File: config.mk
export PLATFORM = sky130hd
export DESIGN_NAME = grid_cursor_ctrl
export DESIGN_NICKNAME = d
export VERILOG_FILES = /design/src/rtl/grid_cursor_ctrl.sv
export SDC_FILE = /design/constraint.sdc
export NUM_CORES = 1
export LEC_CHECK = 0
export CORE_UTILIZATION = 52
export DETAILED_ROUTE_END_ITERATION = 7
export PLACE_DENSITY = 0.8
export REMOVE_ABC_BUFFERS = 1
export SYNTH_ARGS = -nofsm -noshare
export SYNTH_HDL_FRONTEND = slang
export SYNTH_SLANG_ARGS = --single-unit
File: constraint.sdc
create_clock -name clk_1khz -period 4.56 [get_ports clk_1khz]
set_input_delay 0.456 -clock clk_1khz [delete_from_list [all_inputs] [get_ports clk_1khz]]
set_output_delay 0.456 -clock clk_1khz [all_outputs]
set_load 0.01 [all_outputs]
File: src/rtl/grid_cursor_ctrl.sv
// Grid cursor controller: moves a tile cursor with debounced direction
// buttons (single step on press, auto-repeat while held), issues a select
// pulse on each centre press, counts accepted selects, and freezes while the
// puzzle is solved.
// Ports:
//   clk_1khz, reset            - clock, synchronous active-high reset
//   pbUp/pbDown/pbLeft/pbRight - direction buttons (level)
//   pbCenter                   - select button (level)
//   solved                     - freeze request
//   col, row                   - cursor tile indices
//   selector_x, selector_y     - cursor pixel position
//   select_pulse               - one-cycle toggle request
//   move_count                 - saturating count of selects
//   locked                     - high while frozen
module grid_cursor_ctrl #(
  parameter int unsigned GRID_COLS  = 4,
  parameter int unsigned GRID_ROWS  = 4,
  parameter int unsigned X0         = 8,
  parameter int unsigned Y0         = 4,
  parameter int unsigned PITCH_X    = 20,
  parameter int unsigned PITCH_Y    = 15,
  parameter int unsigned REPEAT_DLY = 300,
  parameter int unsigned REPEAT_INT = 100
) (
  input  logic       clk_1khz,
  input  logic       reset,
  input  logic       pbUp,
  input  logic       pbDown,
  input  logic       pbLeft,
  input  logic       pbRight,
  input  logic       pbCenter,
  input  logic       solved,
  output logic [2:0] col,
  output logic [2:0] row,
  output logic [6:0] selector_x,
  output logic [5:0] selector_y,
  output logic       select_pulse,
  output logic [7:0] move_count,
  output logic       locked
);

  localparam int unsigned CNT_MAX = (REPEAT_DLY > REPEAT_INT) ? REPEAT_DLY : REPEAT_INT;
  localparam int unsigned CNT_W   = (CNT_MAX < 2) ? 1 : $clog2(CNT_MAX);

  typedef enum logic [1:0] {IDLE, HOLD, REPEAT, LOCKED} state_e;
  typedef enum logic [1:0] {DIR_UP, DIR_DOWN, DIR_LEFT, DIR_RIGHT} dir_e;

  state_e           state_q, state_d;
  dir_e             dir_q, dir_d, step_dir;
  logic [CNT_W-1:0] cnt_q, cnt_d;
  logic [3:0]       dir_hist_q, dir_hist_d;
  logic             ctr_hist_q, ctr_hist_d;
  logic [2:0]       col_q, col_d, row_q, row_d;
  logic [6:0]       sel_x_q, sel_x_d;
  logic [5:0]       sel_y_q, sel_y_d;
  logic             pulse_q, pulse_d;
  logic [7:0]       mcount_q, mcount_d;
  logic             locked_q, locked_d;
  logic             step;

  logic [3:0] dir_btn, dir_edge;
  logic       ctr_edge, held;

  // Bit order doubles as priority: lowest index wins.
  assign dir_btn  = {pbRight, pbLeft, pbDown, pbUp};
  assign dir_edge = dir_btn & ~dir_hist_q;
  assign ctr_edge = pbCenter & ~ctr_hist_q;
  assign held     = dir_btn[dir_q];

  function automatic dir_e pick_dir(input logic [3:0] e);
    if (e[0])      return DIR_UP;
    else if (e[1]) return DIR_DOWN;
    else if (e[2]) return DIR_LEFT;
    else           return DIR_RIGHT;
  endfunction

  // State, edge history and select handling.
  always_comb begin
    state_d    = state_q;
    dir_d      = dir_q;
    cnt_d      = cnt_q;
    step       = 1'b0;
    step_dir   = dir_q;
    dir_hist_d = dir_btn;
    ctr_hist_d = pbCenter;
    pulse_d    = 1'b0;
    mcount_d   = mcount_q;

    if (solved || state_q == LOCKED) begin
      // Frozen: buttons held now must be released before they count again.
      dir_hist_d = dir_hist_q | dir_btn;
      ctr_hist_d = ctr_hist_q | pbCenter;
      state_d    = solved ? LOCKED : IDLE;
    end else begin
      pulse_d = ctr_edge;
      if (ctr_edge && mcount_q != 8'hFF) mcount_d = mcount_q + 8'd1;

      case (state_q)
        IDLE: begin
          if (|dir_edge) begin
            step     = 1'b1;
            step_dir = pick_dir(dir_edge);
            dir_d    = step_dir;
            cnt_d    = '0;
            state_d  = HOLD;
          end
        end
        HOLD, REPEAT: begin
          // History only clears here, so a direction pressed while tracking
          // another is still seen as an edge once back in IDLE.
          dir_hist_d = dir_hist_q & dir_btn;
          if (!held) begin
            cnt_d   = '0;
            state_d = IDLE;
          end else if ((state_q == HOLD   && cnt_q == CNT_W'(REPEAT_DLY - 1)) ||
                       (state_q == REPEAT && cnt_q == CNT_W'(REPEAT_INT - 1))) begin
            step    = 1'b1;
            cnt_d   = '0;
            state_d = REPEAT;
          end else begin
            cnt_d = cnt_q + CNT_W'(1);
          end
        end
        default: state_d = IDLE;
      endcase
    end
    locked_d = (state_d == LOCKED);
  end

  // Cursor movement with wrap-around and pixel position.
  always_comb begin
    col_d = col_q;
    row_d = row_q;
    if (step) begin
      case (step_dir)
        DIR_UP:    row_d = (row_q == 3'd0) ? 3'(GRID_ROWS - 1) : row_q - 3'd1;
        DIR_DOWN:  row_d = (row_q == 3'(GRID_ROWS - 1)) ? 3'd0 : row_q + 3'd1;
        DIR_LEFT:  col_d = (col_q == 3'd0) ? 3'(GRID_COLS - 1) : col_q - 3'd1;
        default:   col_d = (col_q == 3'(GRID_COLS - 1)) ? 3'd0 : col_q + 3'd1;
      endcase
    end
    sel_x_d = 7'(X0 + PITCH_X * 32'(col_d));
    sel_y_d = 6'(Y0 + PITCH_Y * 32'(row_d));
  end

  always_ff @(posedge clk_1khz) begin
    if (reset) begin
      state_q    <= IDLE;
      dir_q      <= DIR_UP;
      cnt_q      <= '0;
      dir_hist_q <= '1;
      ctr_hist_q <= 1'b1;
      col_q      <= '0;
      row_q      <= '0;
      sel_x_q    <= 7'(X0);
      sel_y_q    <= 6'(Y0);
      pulse_q    <= 1'b0;
      mcount_q   <= '0;
      locked_q   <= 1'b0;
    end else begin
      state_q    <= state_d;
      dir_q      <= dir_d;
      cnt_q      <= cnt_d;
      dir_hist_q <= dir_hist_d;
      ctr_hist_q <= ctr_hist_d;
      col_q      <= col_d;
      row_q      <= row_d;
      sel_x_q    <= sel_x_d;
      sel_y_q    <= sel_y_d;
      pulse_q    <= pulse_d;
      mcount_q   <= mcount_d;
      locked_q   <= locked_d;
    end
  end

  assign col          = col_q;
  assign row          = row_q;
  assign selector_x   = sel_x_q;
  assign selector_y   = sel_y_q;
  assign select_pulse = pulse_q;
  assign move_count   = mcount_q;
  assign locked       = locked_q;

endmodule

== Word level (Yosys, flattened, before mapping) ==
Cells that the tools add are included.

* Output and inout port bits: 29
* Register bits after elaboration: 47
* Memories kept: 0
* Bits in writable memories: 0
* Bits in latches: 0
* Bits in read-only memories: 0

* $add $sub $neg: 8
* Bitwise gates (word level): 8
* Div/mod/pow operators: 0
* Shifts and indexed selects: 0
* Equal/unequal tests: 12
* Reductions and logical operators: 16
* Muxes and demuxes: 34
* Order comparisons: 1
* Multipliers: 2

{| class="wikitable"
|+ Operators with widths
! operator !! count
|-
| $mux W9 || 3
|-
| $mux W2 || 10
|-
| $mux W3 || 6
|-
| $pmux W9 S2 || 1
|-
| $pmux W3 S2 || 2
|-
| $add A9 B1 Y9 const B || 1
|-
| $eq A9 B7 Y1 const B || 1
|-
| $eq A9 B9 Y1 const B || 1
|-
| $add A8 B1 Y8 const B || 1
|-
| $and A4 B4 Y4 || 2
|-
| $eq A2 B2 Y1 const B || 4
|-
| $mux W4 || 2
|-
| $ne A8 B8 Y1 const B || 1
|-
| $add A4 B7 Y7 const A || 1
|-
| $mux W1 || 7
|-
| $add A3 B1 Y3 const B || 2
|-
| $add A3 B6 Y6 const A || 1
|-
| $eq A3 B2 Y1 const B || 2
|-
| $logic_not A3 Y1 || 2
|-
| $mul A4 B3 Y6 const A || 1
|-
| $reduce_or A2 Y1 || 3
|-
| $sub A3 B1 Y3 const B || 2
|-
| $mul A3 B3 Y5 const A || 1
|-
| $eq A2 B1 Y1 const B || 2
|-
| 17 further kinds || 22
|}

== Logic depth before layout (Yosys ltp) ==
Gate-level depths: netlist of run 1.

* Depth after elaboration: 14
* Gate-level depth with buffers: 19

== Least setup slack after synthesis of run 1 ==
OpenSTA, ideal clock, no wires.

* Kind: register to register
* From: reg state_q[0]
* To: reg sel_y_q[5] (netlist: selector_y[5])
* Period minus slack after synthesis: 3,916 ps
* Arrival time: 3,789 ps
* Stages on the path, launching flop included: 19
* Required time: 4,433 ps
* Setup time: 127 ps
* Path slack: 644 ps
* Path through: dfxtp_1 > inv_1 > ha_1 > nor3b_1 > o41a_4 > mux2i_4 > xnor2_1 > nor2_1 > a21oi_1 > inv_1 > ha_1 > fa_1 > inv_1 > ha_1 > inv_1 > fa_1 > xnor2_1 > xnor2_1 > nor2_1

* Cells in the longest elaborated chain, start to end: 10
* Elaborated cells on any way between the ends: 21
* Those cells by class: add/sub (1); mul (1); eq/ne (4); mux (8); reduce/logical (7)

{| class="wikitable"
|+ RTL lines
! item !! RTL line !! RTL
|-
| start: declaration || 48 || <nowiki>state_e state_q, state_d;</nowiki>
|-
| start signal: assignment || 161 || <nowiki>state_q <= state_d;</nowiki>
|-
| $eq A2 B1 Y1 or $eq A2 B2 Y1 (tied branches) || 98, 115, 116 ||
|-
| $logic_and A1 B1 Y1, on equally long branches || 115, 116 ||
|-
| $logic_or A1 B1 Y1 || 115 || <nowiki>end else if ((state_q == HOLD && cnt_q == CNT_W'(REPEAT_DLY - 1)) ||</nowiki>
|-
| $mux W1 || 115 ||
|-
| $mux W1 || 112 || <nowiki>if (!held) begin</nowiki>
|-
| $pmux W1 S2 || 98 || <nowiki>case (state_q)</nowiki>
|-
| $mux W1 || 89 || <nowiki>if (solved || state_q == LOCKED) begin</nowiki>
|-
| $mux W3 * || 134 || <nowiki>if (step) begin</nowiki>
|-
| via row_d[1] || 53 || <nowiki>logic [2:0] col_q, col_d, row_q, row_d;</nowiki>
|-
| $mul A4 B3 Y6 * || 143 || <nowiki>sel_y_d = 6'(Y0 + PITCH_Y * 32'(row_d));</nowiki>
|-
| $add A3 B6 Y6 * || 143 ||
|-
| end signal: assignment || 156 || <nowiki>sel_y_q <= 6'(Y0);</nowiki>
|-
| end signal: assignment || 169 || <nowiki>sel_y_q <= sel_y_d;</nowiki>
|-
| end: declaration || 55 || <nowiki>logic [5:0] sel_y_q, sel_y_d;</nowiki>
|}

The timed path passes the listed nets; every way through them passes the cells marked *.
A chain may end at the register's enable or synchronous reset.

== Worst setup path after layout of run 1 ==
* From: reg state_q[1]
* To: reg sel_y_q[5] (netlist: selector_y[5])

Same word-level chain as after synthesis.

==> results of run 1 <==
-- power groups by stage --
stage / clock (µW) / combinational [µW] / sequential [µW]
after floorplan: 0 / 78.7 / 412
after global routing: 260 / 150 / 402
after detailed placement: 0 / 133 / 409
after CTS: 245 / 134 / 400
final: 239 / 134 / 400
after global placement: 0 / 132 / 408
-- cell type report --
cell class,instances,share of cell area (%)
clock buffer,6,2.50
clock inverter,2,0.430
inverter,20,2.58
multi-input combinational,199,49.6
sequential,43,29.6
tap,52,2.24
timing repair buffer,39,13.0
-- cells in the final DEF (no fill, tap or decap), types with 4 or more instances in the layout --
cell,instances
sky130_fd_sc_hd__nand3_1,5
sky130_fd_sc_hd__xor2_1,8
sky130_fd_sc_hd__nor2b_1,8
sky130_fd_sc_hd__dfxtp_1,43
sky130_fd_sc_hd__clkbuf_8,5
sky130_fd_sc_hd__nand4_1,7
sky130_fd_sc_hd__a21oi_1,17
sky130_fd_sc_hd__nor2_1,46
sky130_fd_sc_hd__nand2_1,16
sky130_fd_sc_hd__inv_1,20
sky130_fd_sc_hd__ha_1,22
sky130_fd_sc_hd__fa_1,4
sky130_fd_sc_hd__o21ai_0,5
sky130_fd_sc_hd__buf_4,5
sky130_fd_sc_hd__clkdlybuf4s50_1,34
sky130_fd_sc_hd__o21bai_1,4
sky130_fd_sc_hd__xnor2_1,10
-- metal layers --
layer / vias up / GRT usage (%) / routed length (µm)
met5: - / 0 / 0
met4: 0 / 7.78 / 48
met3: 4 / 5.48 / 231
met2: 46 / 35.6 / 2340
met1: 940 / 24.3 / 2160
li1: 988 / - / -
-- path summary, 6_finish.rpt --
kind,start,end,slack (ns)
worst max-delay path,state_q[1]$_SDFF_PP0_,selector_y[5]$_SDFF_PP0_,0.57
worst min-delay path,ctr_hist_q$_SDFF_PP1_,ctr_hist_q$_SDFF_PP1_,0.49
worst max register to register,state_q[1]$_SDFF_PP0_,selector_y[5]$_SDFF_PP0_,0.57
worst min register to register,ctr_hist_q$_SDFF_PP1_,ctr_hist_q$_SDFF_PP1_,0.49
-- cells by family (layout without fill, tap and decap cells) --
family	after synthesis	after routing	synth area share, %
flops	43	43	35.4
other cells	1	2	0.154
fa+ha+maj	26	26	14.6
mux	6	6	3.76
simple gates	105	105	21.8
xor+xnor	18	18	6.49
buf+inv	30	67	5.31
compound gates	42	42	12.4
-- stage by stage --
stage / worst slack [ns] / total power, µW / util (%)
2_1_floorplan: 0.656 / 490 / -
3_3_place_gp: 0.363 / 540 / 63.9
3_5_place_dp: 0.299 / 542 / 63.9
4_1_cts: 0.557 / 779 / 65.8
5_1_grt: 0.271 / 812 / 65.8
6_report: 0.575 / 772 / 65.8
-- worst max-delay path, delay by kind of cell, from the launching register on --
kind                       cells  cell delay, ns
xor gates and xnor gates       3            0.47
AOI/OAI and AO/OA              2            0.43
adders and majority gates      5            1.52
DFF                            1            0.33
muxes                          1            0.35
buffers and inverters          4            0.33
and+or+nand+nor                3            0.45
-- registers in the layout, indices dropped and copies added, names as in the netlist --
name and cells:
locked 1, dir_hist_q 4, cnt_q 9, selector_x 4, dir_q 2, ctr_hist_q 1, selector_y 5, col 3
row 3, move_count 8, state_q 2, select_pulse 1
==> insert_results.sql, run 1 <==
INSERT INTO impl_metrics (metric_group, metric, value, unit) VALUES
('run_status', 'status', 'completed', ''),
('detailed_routing', 'drt_wl_total', '4.78', 'mm'),
('clocking', 'tritoncts', 'done', ''),
('finish', 'final_instance_area', '0.00291', 'mm²'),
('placement', 'gp_routability_congestion', '0.877', ''),
('finish', 'synthesis_to_finish_area_growth', '19.7', '%'),
('detailed_routing', 'via_per_inst', '5.48', ''),
('sta', 'hold_viol_final', '0', ''),
('finish', 'nNetsFinal', '342', ''),
('synth', 'synth_edf_count', '0', ''),
('run', 'max_cap_violations', '0', ''),
('power_and_ir_drop', 'clock_power_share', '30.9', '%'),
('synth', 'synth.area.top_cells', 'sky130_fd_sc_hd__dfxtp_1, sky130_fd_sc_hd__ha_1, sky130_fd_sc_hd__nor2_1, sky130_fd_sc_hd__xnor2_1, sky130_fd_sc_hd__a21oi_1', ''),
('synth', 'synth_flop_cell', 'sky130_fd_sc_hd__dfxtp_1', ''),
('worst_setup_path', 'critPathMostFrequentCell', 'sky130_fd_sc_hd__inv_1', ''),
('clocking', 'cts_resized', '0', ''),
('global_routing', 'global_route_wire_length_before_repair', '8.22', 'mm'),
('clocking', 'cts_max_path_buffers', '2', ''),
('sta', 'final_min_period_over_clock_period', '87.4', '%'),
('sta', 'slew_headroom', '45.6', '%'),
('global_routing', 'antenna_found_initial', '0', ''),
('power_and_ir_drop', 'p_seq_share', '51.8', '%'),
('worst_setup_path', 'worstSetupPathType', 'reg2reg', ''),
('synth', 'yosys.area.top_type_share', '35.4', '%'),
('power_and_ir_drop', 'p_leak', '0.00120', 'µW'),
('power_and_ir_drop', 'p_per_area', '266', 'mW/mm²'),
('detailed_routing', 'wire_per_inst', '13.2', 'µm'),
('clocking', 'cts_post_setup_buffers_inserted', '0', ''),
('floorplan', 'rows', '24', ''),
('worst_setup_path', 'critical_path.cell_chain', 'inv_1, ha_1, nor3b_1, o41a_4, mux2i_4, xnor2_1, nor2_1, a21oi_1, inv_1, ha_1, fa_1, inv_1, ha_1, inv_1, fa_1, xnor2_1, xnor2_1, nor2_1', ''),
('finish', 'area.sequential', '861', 'µm²'),
('synth', 'netlist_top_cells_count', 'sky130_fd_sc_hd__nor2_1, sky130_fd_sc_hd__dfxtp_1, sky130_fd_sc_hd__ha_1', ''),
('power_and_ir_drop', 'max-vdd-ir-drop', '0.000169', 'V'),
('sta', 'rsz0062_at_grt', 'no', ''),
('clocking', 'holdBufCountCts', '0', ''),
('global_routing', 'pin_count_of_the_biggest_net_entering_global_routing', '24', ''),
('clocking', 'clk_latency', '0.29', 'ns'),
('placement', 'dpl-instance-area', '0.00282', 'mm²'),
('finish', 'share_of_layout_cells_above_drive_strength_1', '7.44', '%'),
('floorplan', 'chipHeight', '70.3', 'µm'),
('synth', 'cell_with_the_most_instances_after_synthesis', 'sky130_fd_sc_hd__nor2_1', ''),
('clocking', 'htree_num_levels', '2', ''),
('synth', 'synthesis.area_per_instance', '8.96', 'µm²'),
('sta', 'finalSetupViolCount', '0', ''),
('floorplan', 'io-pin-count', '37', ''),
('finish', 'multi_input_area', '0.00144', 'mm²'),
('sta', 'final.min_clock_period', '3.99', 'ns'),
('sta', 'finClkSkew', '0.00477', 'ns'),
('clocking', 'numCtsBuffers', '5', ''),
('placement', 'buffer_ports.inserted', '34', ''),
('worst_setup_path', 'r2r_cells', '18', ''),
('worst_setup_path', 'critPathCaptureType', 'flip-flop', ''),
('detailed_routing', 'dr.first_iter.drc_count', '92', ''),
('clocking', 'cts.root.buffer_cell', 'sky130_fd_sc_hd__clkbuf_8', ''),
('floorplan', 'die_width', '70.3', 'µm'),
('finish', 'nFillCells', '368', ''),
('synth', 'synth-warning-count', '0', ''),
('sta', 'worst-slew-pin-transition', '0.813', 'ns'),
('synth', 'synth_async_sr_flop_share', '0', '%'),
('placement', 'detailed_placer_s_ending_hpwl', '3.69', 'mm'),
('global_routing', 'global_route.usage.total', '20.6', '%'),
('sta', 'max_freq', '251', 'MHz'),
('worst_setup_path', 'cp-start-kind', 'flip-flop', ''),
('finish', 'finish.cell_count_without_fillers', '361', ''),
('clocking', 'numClockSinks', '43', ''),
('floorplan', 'area_of_the_die', '0.00495', 'mm²'),
('worst_setup_path', 'worst_ep_required_time', '4.75', 'ns'),
('power_and_ir_drop', 'switchingPower', '212', 'µW'),
('global_routing', 'first_global_vias', '1912', ''),
('global_routing', 'grt_overflow_total', '0', ''),
('detailed_routing', 'post-route-drc-count', '0', '');
No activity file was read; power rests on OpenSTA's default activity.
==> run 2: changes to the inputs <==
- CAP_MARGIN: not set -> 20
==> results of run 2 <==
Final layout, timing and power as in run 1 (identical DEF).
==> run 3: changes to the inputs <==
- CORE_ASPECT_RATIO: not set -> 1.4
==> run 3 against run 2 <==
Compared with the run above: via count fell by 2.0%; final cell count increased by 2.8%; combinational power hardly changed; sequential share of layout area down 0.45 points; register-to-register slack got worse by 0.06 ns; clock skew rose by 0.0019 ns; count of clock-buffer cells in the layout unchanged.
==> insert_results.sql, run 3 (synthesis gave the netlist of run 1 again) <==
INSERT INTO impl_metrics (metric_group, metric, value, unit) VALUES
('placement', 'buffer_ports.inserted', '34', ''),
('min_path', 'hold_path_startpoint', 'ctr_hist_q$_SDFF_PP1_', ''),
('global_routing', 'antenna_found_initial', '0', ''),
('detailed_routing', 'drt_wl_total', '4.52', 'mm'),
('finish', 'share_of_layout_cells_above_drive_strength_1', '7.77', '%'),
('detailed_routing', 'dr.first_iter.drc_count', '82', ''),
('detailed_routing', 'post-route-drc-count', '0', ''),
('power_and_ir_drop', 'power.share.switching', '24.7', '%'),
('finish', 'nFillCells', '410', ''),
('power_and_ir_drop', 'p_leak', '0.00122', 'µW'),
('clocking', 'cts.root.buffer_cell', 'sky130_fd_sc_hd__clkbuf_8', ''),
('placement', 'detailed_placer_s_ending_hpwl', '3.41', 'mm'),
('worst_setup_path', 'critPathCaptureType', 'flip-flop', ''),
('sta', 'final_min_period_over_clock_period', '88.6', '%'),
('finish', 'nNetsFinal', '342', ''),
('worst_setup_path', 'worstSetupStartpoint', 'state_q[1]$_SDFF_PP0_', ''),
('power_and_ir_drop', 'p_seq_share', '47.7', '%'),
('clocking', 'numCtsBuffers', '5', ''),
('global_routing', 'grt_overflow_total', '0', ''),
('run', 'max_cap_violations', '0', ''),
('clocking', 'cts_resized', '0', ''),
('global_routing', 'first_global_vias', '1947', ''),
('sta', 'hold_viol_final', '0', ''),
('clocking', 'tritoncts', 'done', ''),
('finish', 'layout_commonest_cell', 'sky130_fd_sc_hd__nor2_1', ''),
('finish', 'final_cell_mix', 'sky130_fd_sc_hd__nor2_1, sky130_fd_sc_hd__dfxtp_1, sky130_fd_sc_hd__clkdlybuf4s50_1, sky130_fd_sc_hd__ha_1, sky130_fd_sc_hd__inv_1', ''),
('floorplan', 'chipHeight', '82.9', 'µm'),
('worst_setup_path', 'cp-start-kind', 'flip-flop', ''),
('clocking', 'clk_transition_reported_paths', '0.08', 'ns'),
('detailed_routing', 'wire_per_inst', '12.2', 'µm'),
('power_and_ir_drop', 'comb_power_share', '16.0', '%'),
('placement', 'gp_routability_congestion', '0.820', ''),
('detailed_routing', 'vias', '1939', ''),
('finish', 'flip_flop_count_of_the_largest_register_after_layout', '9', ''),
('sta', 'finalSetupTns', '0', 'ns'),
('worst_setup_path', 'critical_path.max_fanout', '8', ''),
('power_and_ir_drop', 'clock_power_share', '36.3', '%'),
('power_and_ir_drop', 'cellInternalPower', '631', 'µW'),
('sta', 'worst_slack', '0.519', 'ns'),
('clocking', 'clk_latency', '0.30', 'ns'),
('power_and_ir_drop', 'p_per_area', '284', 'mW/mm²'),
('clocking', 'numClockSinks', '43', ''),
('worst_setup_path', 'worst_ep_required_time', '4.74', 'ns'),
('sta', 'finClkSkew', '0.00670', 'ns'),
('floorplan', 'area_of_the_die', '0.00495', 'mm²'),
('placement', 'place_worst_setup_slack', '0.247', 'ns'),
('global_routing', 'pin_count_of_the_biggest_net_entering_global_routing', '36', ''),
('finish', 'synthesis_to_finish_area_growth', '21.5', '%'),
('floorplan', 'core', '0.00450', 'mm²'),
('detailed_routing', 'drt_pre_antenna_iters', '4', ''),
('floorplan', 'io-pin-count', '37', ''),
('clocking', 'cts_post_setup_buffers_inserted', '0', ''),
('floorplan', 'die_width', '59.8', 'µm'),
('clocking', 'holdBufCountCts', '0', ''),
('power_and_ir_drop', 'switchingPower', '207', 'µW'),
('min_path', 'holdCritPathClass', 'reg2reg', ''),
('global_routing', 'global_route.usage.total', '20.4', '%'),
('finish', 'regMostFlops', 'cnt_q', ''),
('worst_setup_path', 'worstSetupPathType', 'reg2reg', ''),
('power_and_ir_drop', 'max-vdd-ir-drop', '0.000210', 'V'),
('sta', 'finalSetupViolCount', '0', ''),
('detailed_routing', 'via_per_inst', '5.23', ''),
('clocking', 'cts_max_path_buffers', '2', ''),
('worst_setup_path', 'worst-endpoint-arrival', '4.22', 'ns'),
('floorplan', 'rows', '29', ''),
('run_status', 'status', 'completed', ''),
('sta', 'slew_headroom', '56.0', '%'),
('sta', 'final.min_clock_period', '4.04', 'ns'),
('sta', 'final-max-slew-violation-count', '0', ''),
('sta', 'worst-slew-pin-transition', '0.654', 'ns'),
('clocking', 'htree_num_levels', '2', ''),
('power_and_ir_drop', 'fin_total_pwr', '838', 'µW'),
('sta', 'rsz0062_at_grt', 'no', ''),
('sta', 'max_freq', '247', 'MHz'),
('finish', 'antenna_cells', '0', ''),
('global_routing', 'global_route_wire_length_before_repair', '7.93', 'mm'),
('floorplan', 'initial_core_util', '54.0', '%'),
('detailed_routing', 'drtAntennaViolNets', '0', ''),
('worst_setup_path', 'beginning_of_the_worst_register_to_register_path', 'state_q[1]$_SDFF_PP0_', '');
## run 3: cell count changes in the layout (fill, tap and decap cells not counted), sizes merged
cell | previous run | this run
bufinv | 0 | 1
clkinvlp | 1 | 0
## run 3: final cells by class
| type | count | area (µm²) | share of cell area [%] |
|---|---|---|---|
| sequential | 43 | 861 | 29.2 |
| inverter | 20 | 75.1 | 2.54 |
| clock buffer | 6 | 82.6 | 2.80 |
| tap | 62 | 77.6 | 2.63 |
| clock inverter | 2 | 35.0 | 1.19 |
| multi-input combinational | 199 | 1440 | 48.9 |
| timing repair buffer | 39 | 378 | 12.8 |
## run 3: worst paths after layout
kind,endpoint,slack (ns),depth (start not counted)
max,selector_y[5]$_SDFF_PP0_,0.52,18
min,ctr_hist_q$_SDFF_PP1_,0.47,1
max reg2reg,selector_y[5]$_SDFF_PP0_,0.52,18
min reg2reg,ctr_hist_q$_SDFF_PP1_,0.47,1
## run 3: routing by layer
metal	routed length, µm	vias up	track usage (%)
met5	0	-	0
met2	2340	33	35.7
met4	72	0	7.82
met3	145	6	4.52
met1	1960	912	23.3
li1	-	988	-
## run 3: critical path, cell delays in order, from the launching register on
cell,delay [ns]
sky130_fd_sc_hd__dfxtp_1,0.33
sky130_fd_sc_hd__inv_1,0.10
sky130_fd_sc_hd__ha_1,0.28
sky130_fd_sc_hd__nor3b_1,0.36
sky130_fd_sc_hd__o41a_4,0.28
sky130_fd_sc_hd__mux2i_4,0.36
sky130_fd_sc_hd__xnor2_1,0.16
sky130_fd_sc_hd__nor2_1,0.05
sky130_fd_sc_hd__a21oi_1,0.16
sky130_fd_sc_hd__inv_1,0.12
sky130_fd_sc_hd__ha_1,0.34
sky130_fd_sc_hd__fa_1,0.42
sky130_fd_sc_hd__inv_1,0.06
sky130_fd_sc_hd__ha_1,0.12
sky130_fd_sc_hd__inv_1,0.04
sky130_fd_sc_hd__fa_1,0.37
sky130_fd_sc_hd__xnor2_1,0.18
sky130_fd_sc_hd__xnor2_1,0.14
sky130_fd_sc_hd__nor2_1,0.05
## run 3: power groups by stage
stage | combinational (µW) | clock (µW) | sequential, µW
after CTS | 135 | 312 | 400
after detailed placement | 134 | 0 | 409
after floorplan | 78.7 | 0 | 412
after global routing | 152 | 329 | 401
final | 134 | 304 | 400
after global placement | 131 | 0 | 408
## run 3: through the flow
step | hold slack [ns] | utilization, % | instances | instance area [µm²]
finish | 0.465 | 65.6 | 371 | 2950
floorplan | 0.426 | - | 262 | 2380
CTS | 0.467 | 65.6 | 371 | 2950
global route | 0.477 | 65.6 | 371 | 2950
detailed placement | 0.445 | 63.0 | 363 | 2830
global placement | 0.434 | 63.0 | 363 | 2830
